--- config.mk ---
export PLATFORM = sky130hd
export DESIGN_NAME = matmul_2dmesh_nxn
export DESIGN_NICKNAME = d
export VERILOG_FILES = /design/src/rtl/mesh_pkg.sv /design/src/rtl/pe_mac.sv /design/src/rtl/matmul_2dmesh_nxn.sv
export SDC_FILE = /design/constraint.sdc
export NUM_CORES = 1
export LEC_CHECK = 0
export CORE_AREA = 2 2 248 250
export DETAILED_ROUTE_END_ITERATION = 8
export DIE_AREA = 0 0 250 252
export HOLD_SLACK_MARGIN = 0.02
export PLACE_DENSITY = 0.65
export SLEW_MARGIN = 0
export SYNTH_ARGS = -nofsm -noshare
export SYNTH_HDL_FRONTEND = slang
export SYNTH_SLANG_ARGS = --single-unit
--- constraint.sdc ---
create_clock -name CLK -period 6.6 [get_ports CLK]
set_input_delay 1.32 -clock CLK [delete_from_list [all_inputs] [get_ports CLK]]
set_output_delay 1.32 -clock CLK [all_outputs]
set_load 0.02 [all_outputs]
--- src/rtl/mesh_pkg.sv ---
// Shared definitions for the N x N systolic matrix multiplier.
//   state_e      : controller states (IDLE, LOAD, DRAIN, DONE)
//   DEF_N/DEF_DW : default matrix dimension and operand width
//   calc_aw()    : minimum accumulator width that cannot overflow in one run
//   drain_cycles(): cycles needed after the last beat to flush the mesh
package mesh_pkg;

    typedef enum logic [1:0] {
        IDLE  = 2'd0,
        LOAD  = 2'd1,
        DRAIN = 2'd2,
        DONE  = 2'd3
    } state_e;

    localparam int DEF_N  = 4;
    localparam int DEF_DW = 4;

    // A sum of n products of two dw-bit values needs 2*dw + clog2(n) bits.
    function automatic int calc_aw(input int n, input int dw);
        return 2 * dw + $clog2(n);
    endfunction

    // The last operand pair meets at PE(n-1,n-1) 2n-2 enabled edges after
    // the final beat is accepted.
    function automatic int drain_cycles(input int n);
        return 2 * n - 2;
    endfunction

    localparam int DRAIN_CYC = drain_cycles(DEF_N);

endpackage

--- src/rtl/pe_mac.sv ---
// One processing element of the systolic mesh.
//   clk_i, rst_ni : clock, synchronous active-low reset
//   en_i          : mesh-wide advance enable; everything freezes when low
//   clr_i         : clears the accumulator (start of a non-accumulating run)
//   a_i / a_o     : A operand in from the west, registered copy out east
//   b_i / b_o     : B operand in from the north, registered copy out south
//   acc_o         : running sum of a_i*b_i, wraps modulo 2^AW
module pe_mac
    import mesh_pkg::*;
#(
    parameter int DW = DEF_DW,
    parameter int AW = calc_aw(DEF_N, DEF_DW)
) (
    input  logic          clk_i,
    input  logic          rst_ni,
    input  logic          en_i,
    input  logic          clr_i,
    input  logic [DW-1:0] a_i,
    input  logic [DW-1:0] b_i,
    output logic [DW-1:0] a_o,
    output logic [DW-1:0] b_o,
    output logic [AW-1:0] acc_o
);

    logic [DW-1:0]   a_q;
    logic [DW-1:0]   b_q;
    logic [AW-1:0]   acc_q;
    logic [AW-1:0]   acc_d;
    logic [2*DW-1:0] prod;

    assign prod = {{DW{1'b0}}, a_i} * {{DW{1'b0}}, b_i};

    always_comb begin
        acc_d = acc_q;
        if (clr_i) begin
            acc_d = '0;
        end else if (en_i) begin
            acc_d = acc_q + AW'(prod);
        end
    end

    always_ff @(posedge clk_i) begin
        if (!rst_ni) begin
            a_q   <= '0;
            b_q   <= '0;
            acc_q <= '0;
        end else begin
            acc_q <= acc_d;
            if (en_i) begin
                a_q <= a_i;
                b_q <= b_i;
            end
        end
    end

    assign a_o   = a_q;
    assign b_o   = b_q;
    assign acc_o = acc_q;

endmodule

--- src/rtl/matmul_2dmesh_nxn.sv ---
// N x N systolic 2D-mesh matrix multiplier: C = A*B, or C += A*B (ACC=1).
//   CLK, RST      : clock, synchronous active-low reset
//   STM, ACC      : start / accumulate mode, sampled only in IDLE
//   IN_VLD/IN_RDY : operand beat handshake
//   A_COL, B_ROW  : column k of A and row k of B for beat k
//   MTX           : all N*N accumulators, C[i][j] at [(i*N+j)*AW +: AW]
//   BUSY, EOM     : not idle / one-cycle end-of-multiplication pulse
//   DBG_STATE     : controller state, for observation only
//
// Handshake: a beat transfers on a rising edge where IN_VLD and IN_RDY are
// both 1. IN_RDY is high for the whole LOAD state and never depends on
// IN_VLD; IN_VLD outside LOAD is ignored.
module matmul_2dmesh_nxn
    import mesh_pkg::*;
#(
    parameter int N  = DEF_N,
    parameter int DW = DEF_DW,
    parameter int AW = calc_aw(N, DW)
) (
    input  logic              CLK,
    input  logic              RST,
    input  logic              STM,
    input  logic              ACC,
    input  logic              IN_VLD,
    output logic              IN_RDY,
    input  logic [N*DW-1:0]   A_COL,
    input  logic [N*DW-1:0]   B_ROW,
    output logic [N*N*AW-1:0] MTX,
    output logic              BUSY,
    output logic              EOM,
    output state_e            DBG_STATE
);

    localparam int CW      = $clog2(2 * N);
    localparam int DRAIN_N = drain_cycles(N);

    state_e        state_q, state_d;
    logic [CW-1:0] beat_q, beat_d;
    logic [CW-1:0] drain_q, drain_d;
    logic          en;
    logic          clr;

    // ---------------- controller ----------------
    always_comb begin
        state_d = state_q;
        beat_d  = beat_q;
        drain_d = drain_q;
        clr     = 1'b0;
        case (state_q)
            IDLE: begin
                if (STM) begin
                    state_d = LOAD;
                    beat_d  = '0;
                    drain_d = '0;
                    clr     = !ACC;
                end
            end
            LOAD: begin
                if (IN_VLD) begin
                    if (beat_q == CW'(N - 1)) begin
                        state_d = DRAIN;
                        drain_d = '0;
                    end else begin
                        beat_d = beat_q + 1'b1;
                    end
                end
            end
            DRAIN: begin
                if (drain_q == CW'(DRAIN_N - 1)) begin
                    state_d = DONE;
                end else begin
                    drain_d = drain_q + 1'b1;
                end
            end
            DONE: begin
                state_d = IDLE;
            end
            default: begin
                state_d = IDLE;
            end
        endcase
    end

    always_ff @(posedge CLK) begin
        if (!RST) begin
            state_q <= IDLE;
            beat_q  <= '0;
            drain_q <= '0;
        end else begin
            state_q <= state_d;
            beat_q  <= beat_d;
            drain_q <= drain_d;
        end
    end

    // A stalled beat freezes the entire array, so results do not depend on
    // IN_VLD gaps.
    assign en        = ((state_q == LOAD) && IN_VLD) || (state_q == DRAIN);
    assign IN_RDY    = (state_q == LOAD);
    assign BUSY      = (state_q != IDLE);
    assign EOM       = (state_q == DONE);
    assign DBG_STATE = state_q;

    // ---------------- edge sources ----------------
    // Zeros are injected at the mesh edges during DRAIN.
    logic [DW-1:0] a_src [N];
    logic [DW-1:0] b_src [N];

    always_comb begin
        for (int i = 0; i < N; i++) begin
            a_src[i] = '0;
            b_src[i] = '0;
            if (state_q == LOAD) begin
                a_src[i] = A_COL[i*DW +: DW];
                b_src[i] = B_ROW[i*DW +: DW];
            end
        end
    end

    // a_h[i][j] feeds PE(i,j) from the west; b_v[i][j] feeds it from the north.
    logic [DW-1:0] a_h [N][N+1];
    logic [DW-1:0] b_v [N+1][N];

    // ---------------- skew chains ----------------
    // Row i of A and column i of B are delayed by i enabled cycles so that
    // A[i][k] and B[k][j] reach PE(i,j) on the same enabled edge k+i+j.
    for (genvar gi = 0; gi < N; gi++) begin : g_skew
        if (gi == 0) begin : g_direct
            assign a_h[0][0] = a_src[0];
            assign b_v[0][0] = b_src[0];
        end else begin : g_chain
            logic [DW-1:0] a_sr_q [gi];
            logic [DW-1:0] b_sr_q [gi];

            always_ff @(posedge CLK) begin
                if (!RST) begin
                    for (int s = 0; s < gi; s++) begin
                        a_sr_q[s] <= '0;
                        b_sr_q[s] <= '0;
                    end
                end else if (en) begin
                    a_sr_q[0] <= a_src[gi];
                    b_sr_q[0] <= b_src[gi];
                    for (int s = 1; s < gi; s++) begin
                        a_sr_q[s] <= a_sr_q[s-1];
                        b_sr_q[s] <= b_sr_q[s-1];
                    end
                end
            end

            assign a_h[gi][0] = a_sr_q[gi-1];
            assign b_v[0][gi] = b_sr_q[gi-1];
        end
    end

    // ---------------- PE array ----------------
    for (genvar gi = 0; gi < N; gi++) begin : g_row
        for (genvar gj = 0; gj < N; gj++) begin : g_col
            pe_mac #(
                .DW(DW),
                .AW(AW)
            ) u_pe (
                .clk_i (CLK),
                .rst_ni(RST),
                .en_i  (en),
                .clr_i (clr),
                .a_i   (a_h[gi][gj]),
                .b_i   (b_v[gi][gj]),
                .a_o   (a_h[gi][gj+1]),
                .b_o   (b_v[gi+1][gj]),
                .acc_o (MTX[(gi*N+gj)*AW +: AW])
            );
        end
    end

    // Operands leaving the east and south edges have no consumer.
    logic unused_edge;
    always_comb begin
        unused_edge = 1'b0;
        for (int i = 0; i < N; i++) begin
            unused_edge = unused_edge ^ (^a_h[i][N]) ^ (^b_v[N][i]);
        end
    end

endmodule

======== After elaboration in Yosys (flattened, before gate mapping) ========
Memories as Yosys holds them, arrays and structs flattened.
Index checks and enable logic that the tools add are counted.
storage, ports and cells
  bits of input ports ..................... 37
  memories kept ........................... 6
  flip-flop bits (word level) ............. 264
  output and inout port bits .............. 165
  bits in writable memories ............... 48
  word-level logic and storage cells ...... 159
memory list
  name                      depth  width  rd ports  clocked after memory_dff  wr ports  RTL line                  text
  g_skew[3].g_chain.a_sr_q  3      4      3         0                         3         matmul_2dmesh_nxn.sv:132  logic [DW-1:0] a_sr_q [gi];
  g_skew[3].g_chain.b_sr_q  3      4      3         0                         3         matmul_2dmesh_nxn.sv:133  logic [DW-1:0] b_sr_q [gi];
  g_skew[2].g_chain.a_sr_q  2      4      2         0                         2         matmul_2dmesh_nxn.sv:132
  g_skew[2].g_chain.b_sr_q  2      4      2         0                         2         matmul_2dmesh_nxn.sv:133
  g_skew[1].g_chain.a_sr_q  1      4      1         0                         1         matmul_2dmesh_nxn.sv:132
  g_skew[1].g_chain.b_sr_q  1      4      1         0                         1         matmul_2dmesh_nxn.sv:133
cells by class
  add/subtract/negate cells ............... 18
  eq/ne operators ......................... 11
  multiply operators ...................... 16
  bitwise gates (word level) .............. 11
  reduce and logical (&&, ||, !) cells .... 13
  muxes and demuxes ....................... 41
operators by type and width
  operator                                                         number
  10-bit by 8-bit adder with 10-bit output                         16
  4-bit by 4-bit multiplier with 8-bit output                      16
  4-bit 2-to-1 mux                                                 20
  3-bit 2-to-1 mux                                                 6
  2-bit != test, second input constant                             5
  1-bit bitwise OR                                                 10
  3-bit one-hot mux with 3 select lines                            1
  1-bit 2-to-1 mux                                                 8
  2-bit 2-to-1 mux                                                 4
  2-bit one-hot mux with 4 select lines                            1
  4-bit AND reduction                                              2
  4-bit OR reduction                                               2
  3-bit by 1-bit adder with 3-bit output, second input constant    2
  3-bit one-hot mux with 2 select lines                            1
  5-bit AND reduction                                              1
  2-bit == test, second input constant                             2
  2-bit nonzero test                                               2
  3-bit by 2-bit == test with 1-bit output, second input constant  1
  3-bit == test, second input constant                             1
  3-bit nonzero test                                               1
  2-bit by 1-bit == test with 1-bit output, second input constant  1
  2-bit zero test                                                  1
  2-bit by 1-bit != test with 1-bit output, second input constant  1
  2-bit OR reduction                                               1
  other kinds (4)                                                  4

======== Logic depth before layout (Yosys ltp) ========
  depth after elaboration ................. 8
  gate-level depth with buffers ........... 17
  mapped depth without buffers ............ 15

======== Cells and area by module ========
Synthesis repeated with hierarchy kept, for this count alone.
unflattened totals
  cell total of the unflattened synthesis .. 2,624
  area total of the unflattened synthesis .. 25,667.1 µm²
by module, submodules not included
  module                               sequential area each (µm²)  cells each  area an instance (µm²)  times used
  pe_mac (g_row[0].g_col[0].u_pe ...)  360.3                       156         1,477.7                 9
  pe_mac (g_row[2].g_col[2].u_pe ...)  360.3                       147         1,416.4                 5
  matmul_2dmesh_nxn                    1,601.5                     175         2,392.3                 1
  pe_mac (g_row[3].g_col[3].u_pe)      360.3                       163         1,473.9                 1
  pe_mac (g_row[2].g_col[1].u_pe)      360.3                       147         1,420.1                 1

======== Worst setup path before layout ========
Ideal clock, no wire load.
  path type ............................... register -> register
  start ................................... reg state_q[0] (netlist: DBG_STATE[0])
  end ..................................... reg g_row[0].g_col[0].u_pe.acc_q[7]
  slack ................................... 2.327 ns
  arrival ................................. 4.211 ns
  setup time .............................. 0.062 ns
  path buffers ............................ 2
  stages on the path, launching flop included .. 15
  period minus slack after synthesis ...... 4.273 ns
  data required time ...................... 6.538 ns
  path through ............................ dfxtp_1 -> ha_1 -> buf_2 -> clkbuf_1 -> nand3_1 -> fa_1 -> fa_1 -> fa_1 -> inv_1 -> ha_1 -> nand2b_1 -> a21oi_1 -> o21ai_0 -> or4_1 -> nand3_1
on the way
  longest elaborated chain between the ends .. 4
  elaborated cells on any way between the ends .. 11
  those cells by class .................... add/sub (1); mul (1); eq/ne (2); mux (3); reduce/logical (4)
ends and longest elaborated chain
  item                                         RTL line                  text
  from (decl)                                  matmul_2dmesh_nxn.sv:37   state_e state_q, state_d;
  from (signal assigned)                       matmul_2dmesh_nxn.sv:90   state_q <= state_d;
  2-bit by 1-bit == test with 1-bit output *   n/a
  net IN_RDY                                   matmul_2dmesh_nxn.sv:25   output logic IN_RDY,
  4-bit 2-to-1 mux                             matmul_2dmesh_nxn.sv:113  if (state_q == LOAD) begin
  4-bit by 4-bit multiplier with 8-bit output  pe_mac.sv:31              assign prod = {{DW{1'b0}}, a_i} * {{DW{1'b0}}, b_i};
  10-bit by 8-bit adder with 10-bit output     pe_mac.sv:38              acc_d = acc_q + AW'(prod);
  to (signal assigned)                         pe_mac.sv:46              acc_q <= '0;
  to (signal assigned)                         pe_mac.sv:48              acc_q <= acc_d;
  to (decl)                                    pe_mac.sv:27              logic [AW-1:0] acc_q;
Mark *: on every way through the listed nets, which the timed path passes. The rest lies on a longest branch.
A chain may end at the register's enable or synchronous reset.

======== Worst setup path in the final report ========
  start ................................... in A_COL[0]
  end ..................................... reg g_row[0].g_col[0].u_pe.acc_q[7]
on the way
  longest elaborated chain between the ends .. 3
ends and longest elaborated chain
  item                                         RTL line                  text
  from (decl)                                  matmul_2dmesh_nxn.sv:26   input logic [N*DW-1:0] A_COL,
  4-bit 2-to-1 mux                             matmul_2dmesh_nxn.sv:113
  4-bit by 4-bit multiplier with 8-bit output  pe_mac.sv:31
  10-bit by 8-bit adder with 10-bit output     pe_mac.sv:38
Every way passes these cells.

==> results.cfg <==
[power]
p_sw_frac = 0.371
power.static_leakage_nw = 12.7
power-per-cell-area_mw_per_mm2 = 224
netSwitchingPower_w = 0.00232
power_frac_seq = 0.379
p_int_w = 0.00393
worst_ir_drop_vdd_mv = 0.540
pwr-share-comb = 0.266
total_power_w = 0.00624
clkPwrFrac = 0.355

[placed_design]
dpl-instance-area_mm2 = 0.0265
io_buffers = 201
gpl.final_weighted_congestion = 0.845
number_of_placed_instances_with_taps_included = 3646
dpl.hpwl_um = 42800

[drt]
finalWirelength_um = 58700
drtIter0Drc = 830
post_drt_wl_per_cell_um = 15.8
dr.pass1.iters = 5
post-route-drc-count = 0
antenna_violating_nets_post_route = 0
routed-via-count = 18719
routed_via_density = 5.03

[timing]
fin_hold_ws_ns = 0.470
final-hold-violation-count = 0
grt_setup_unrepaired = no
min_period_over_period = 0.676
finalSetupViolCount = 0
slew_violations = 0
max_slew_margin = 0.297
fin_skew_ns = 0.0231
transition_time_of_the_tightest_slew_check_pin_ns = 1.05
period_needed_ns = 4.46
fmax_ghz = 0.224
totalNegativeSetupSlack_ns = 0

[synth]
ys_warn_count = 0
sequential_element_share_of_the_synthesized_area = 0.281
synth_nets = 3236
synthCells = 2759
avgSynthCellArea_um2 = 8.67
yosysTopAreaCellShare = 0.221
synthesis.area_mm2 = 0.0239
synth-main-ff-cell = sky130_fd_sc_hd__dfxtp_1
synthArstFlopShare = 0
synth_top_cell_by_area = sky130_fd_sc_hd__dfxtp_1
netlist-cell-type-count = 52
ys_ff_latch = 312
synth_area_leaders = sky130_fd_sc_hd__dfxtp_1 22%, sky130_fd_sc_hd__ha_1 15%, sky130_fd_sc_hd__fa_1 12%
synth_enable_flop_cells = 48

[critical_path]
ff2ff_path_depth = 13
timing.critical_path.cells = clkdlybuf4s50_1 -> nand3_1 -> fa_1 -> fa_1 -> fa_1 -> inv_1 -> ha_1 -> nand2b_1 -> a21oi_1 -> o21ai_0 -> or4_1 -> nand3_1
path_class = in2reg
timing.critical_path.from = A_COL[0]
worst-endpoint-required_ns = 7.10
crit_slowest_cell = sky130_fd_sc_hd__clkdlybuf4s50_1
worst-path-stages = 12
timing.critical_path.slowest_cell_delay_ns = 0.58
top_family_by_delay_on_critical_path = adder cells
critical_path.max_fanout = 5
worstPathArrival_ns = 4.96
timing.critical_path.to = g_row[0].g_col[0].u_pe.acc_o[7]
end_of_the_worst_register_to_register_path = g_row[0].g_col[0].u_pe.acc_o[7]
worstPathBufferInverterCount = 2
timing.reg2reg.setup_slack_ns = 2.60
crit_path_start_kind = input port
timing.critical_path.mode_cell = sky130_fd_sc_hd__fa_1
timing.critical_path.to_type = register
crit-reg2reg-launch = DBG_STATE[0]

[grt]
grt_first_pass_wirelength_um = 95500
grt_max_degree = 184
gr-total-overflow = 0
via_count_of_the_first_global_routing_pass = 17954
gr_usage_total = 0.186
grt_antenna_before_repair = 4

[floorplan]
core_region_area_mm2 = 0.0601
dieWidth_um = 250
die_y_um = 252
initial_core_util = 0.398
num_io_pins = 202
placementRows = 90
design.die.area_mm2 = 0.0630

[status]
status = finished clean

[final_layout]
final_nets = 3384
final_layout_size_suffix_gt1_frac = 0.0306
layout.cell_area.non_filler_mm2 = 0.0278
finish.cell_count_without_fillers = 3720
area_delta_synth_final_pct = 16.4

[cts]
tritoncts.num_buffers = 41
tritoncts = built
cts_root_buffer = sky130_fd_sc_hd__clkbuf_16
clockBufferDepth = 3
cts.sink_count = 312
clkSlewWorstSetupHoldPaths_ns = 0.06
cts_htree_levels = 2
cts.repair.resized = 0
hold_buffers = 0
clkLatencyLatePin_ns = 0.57
post_cts.repair.setup_buffers = 0

[run]
drv_cap = 0

[hold_path]
hold_path_class = reg2reg
layout by cell type, fill, tap and decap left out, types with 8 or more instances in the layout:
cell / n
sky130_fd_sc_hd__nand2_1: 424
sky130_fd_sc_hd__inv_1: 403
sky130_fd_sc_hd__ha_1: 296
sky130_fd_sc_hd__dfxtp_1: 264
sky130_fd_sc_hd__and2_1: 200
sky130_fd_sc_hd__clkdlybuf4s50_1: 200
sky130_fd_sc_hd__fa_1: 144
sky130_fd_sc_hd__a21oi_1: 115
sky130_fd_sc_hd__a21boi_0: 102
sky130_fd_sc_hd__nand3_1: 82
sky130_fd_sc_hd__nor2_1: 80
sky130_fd_sc_hd__o21ai_0: 72
sky130_fd_sc_hd__xor2_1: 52
sky130_fd_sc_hd__edfxtp_1: 48
sky130_fd_sc_hd__a211oi_1: 46
sky130_fd_sc_hd__clkbuf_16: 41
sky130_fd_sc_hd__nor3_1: 39
sky130_fd_sc_hd__and3_1: 38
sky130_fd_sc_hd__nor4b_1: 27
sky130_fd_sc_hd__a21o_1: 24
sky130_fd_sc_hd__mux2i_1: 24
sky130_fd_sc_hd__nand4b_1: 22
sky130_fd_sc_hd__xnor2_1: 21
sky130_fd_sc_hd__o211ai_1: 16
sky130_fd_sc_hd__nand2b_1: 13
sky130_fd_sc_hd__o311ai_1: 12
sky130_fd_sc_hd__clkbuf_1: 11
sky130_fd_sc_hd__a31oi_1: 9
sky130_fd_sc_hd__o21a_1: 8
sky130_fd_sc_hd__clkbuf_8: 8
state kept, by name (all words and copies together) (netlist names):
name,flops
g_row.g_col.u_pe.a_o,48
DBG_STATE,2
g_row.g_col.u_pe.b_o,48
g_skew.g_chain.a_sr_q,24
beat_q,3
g_row.g_col.u_pe.acc_o,160
drain_q,3
g_skew.g_chain.b_sr_q,24
worst register-to-register path: stages, from the launching register on:
cell and delay, ns:
sky130_fd_sc_hd__dfxtp_1 0.40, sky130_fd_sc_hd__ha_1 0.17, sky130_fd_sc_hd__buf_4 0.30, sky130_fd_sc_hd__nand3_1 0.17
sky130_fd_sc_hd__fa_1 0.53, sky130_fd_sc_hd__fa_1 0.52, sky130_fd_sc_hd__fa_1 0.51, sky130_fd_sc_hd__inv_1 0.04
sky130_fd_sc_hd__ha_1 0.33, sky130_fd_sc_hd__nand2b_1 0.09, sky130_fd_sc_hd__a21oi_1 0.26, sky130_fd_sc_hd__o21ai_0 0.14
sky130_fd_sc_hd__or4_1 0.41, sky130_fd_sc_hd__nand3_1 0.09
logic make-up after synthesis:
group / after synthesis / share of synthesized area
AOI/OAI and AO/OA: 461 / 0.128
xor gates and xnor gates: 73 / 0.0267
adders and majority gates: 440 / 0.275
buffers and inverters: 510 / 0.0866
DFF: 312 / 0.281
muxes: 25 / 0.0105
and+or+nand+nor: 938 / 0.192
per-stage QoR:
step	setup slack [ns]	utilization
global route	1.94	0.463
finish	2.14	0.463
global placement	1.63	0.441
floorplan	2.33	-
detailed placement	1.56	0.441
CTS	2.17	0.463
layer usage:
metal / vias up / routed length, um / global-route usage
met4: 6 / 1450 / 0.0527
met2: 308 / 27200 / 0.312
met5: - / 39 / 0
met3: 89 / 2560 / 0.0302
met1: 8862 / 27500 / 0.248
li1: 9454 / - / -
cell type report:
class / count / area [um2]
inverters: 403 / 1510
diodes: 1 / 2.50
fillers: 5900 / 32300
flip-flops and latches: 312 / 6730
multi-input cells: 1937 / 15100
well taps: 782 / 978
clock buffers: 60 / 1180
repair buffers: 212 / 2150
clock inverters: 13 / 140
worst min path at each step:
stage                                               start                         endpoint  slack, ns  depth (start not counted)
final                     g_row[2].g_col[1].u_pe.acc_o[5]  g_row[2].g_col[1].u_pe.acc_o[5]       0.47                          2
after global routing      g_row[3].g_col[2].u_pe.acc_o[1]  g_row[3].g_col[2].u_pe.acc_o[1]       0.49                          2
after CTS                 g_row[0].g_col[0].u_pe.acc_o[0]  g_row[0].g_col[0].u_pe.acc_o[0]       0.47                          2
after detailed placement  g_row[0].g_col[0].u_pe.acc_o[0]  g_row[0].g_col[0].u_pe.acc_o[0]       0.47                          2
after global placement    g_row[3].g_col[2].u_pe.acc_o[2]  g_row[3].g_col[2].u_pe.acc_o[2]       0.46                          2
after floorplan                                 beat_q[1]                        beat_q[1]       0.46                          2
synth_stat cells, drive strengths merged, types with 25 or more instances:
cell type,instances
nand2,425
inv,403
ha,296
dfxtp,264
and2,200
fa,144
a21oi,117
a21boi,103
nand3,82
nor2,81
o21ai,80
buf,77
xor2,52
edfxtp,48
a211oi,47
nor3,39
and3,38
clkbuf,30
nor4b,27
a21o,25
power by group through the flow:
stage                     registers, W  logic [W]  clock network (W)
after floorplan                0.00235    0.00117                  0
after global placement         0.00241    0.00166                  0
after detailed placement       0.00241    0.00167                  0
after CTS                      0.00237    0.00168            0.00229
after global routing           0.00239    0.00185            0.00236
final                          0.00237    0.00166            0.00221
Note: power is estimated with default switching activity, not from simulation.
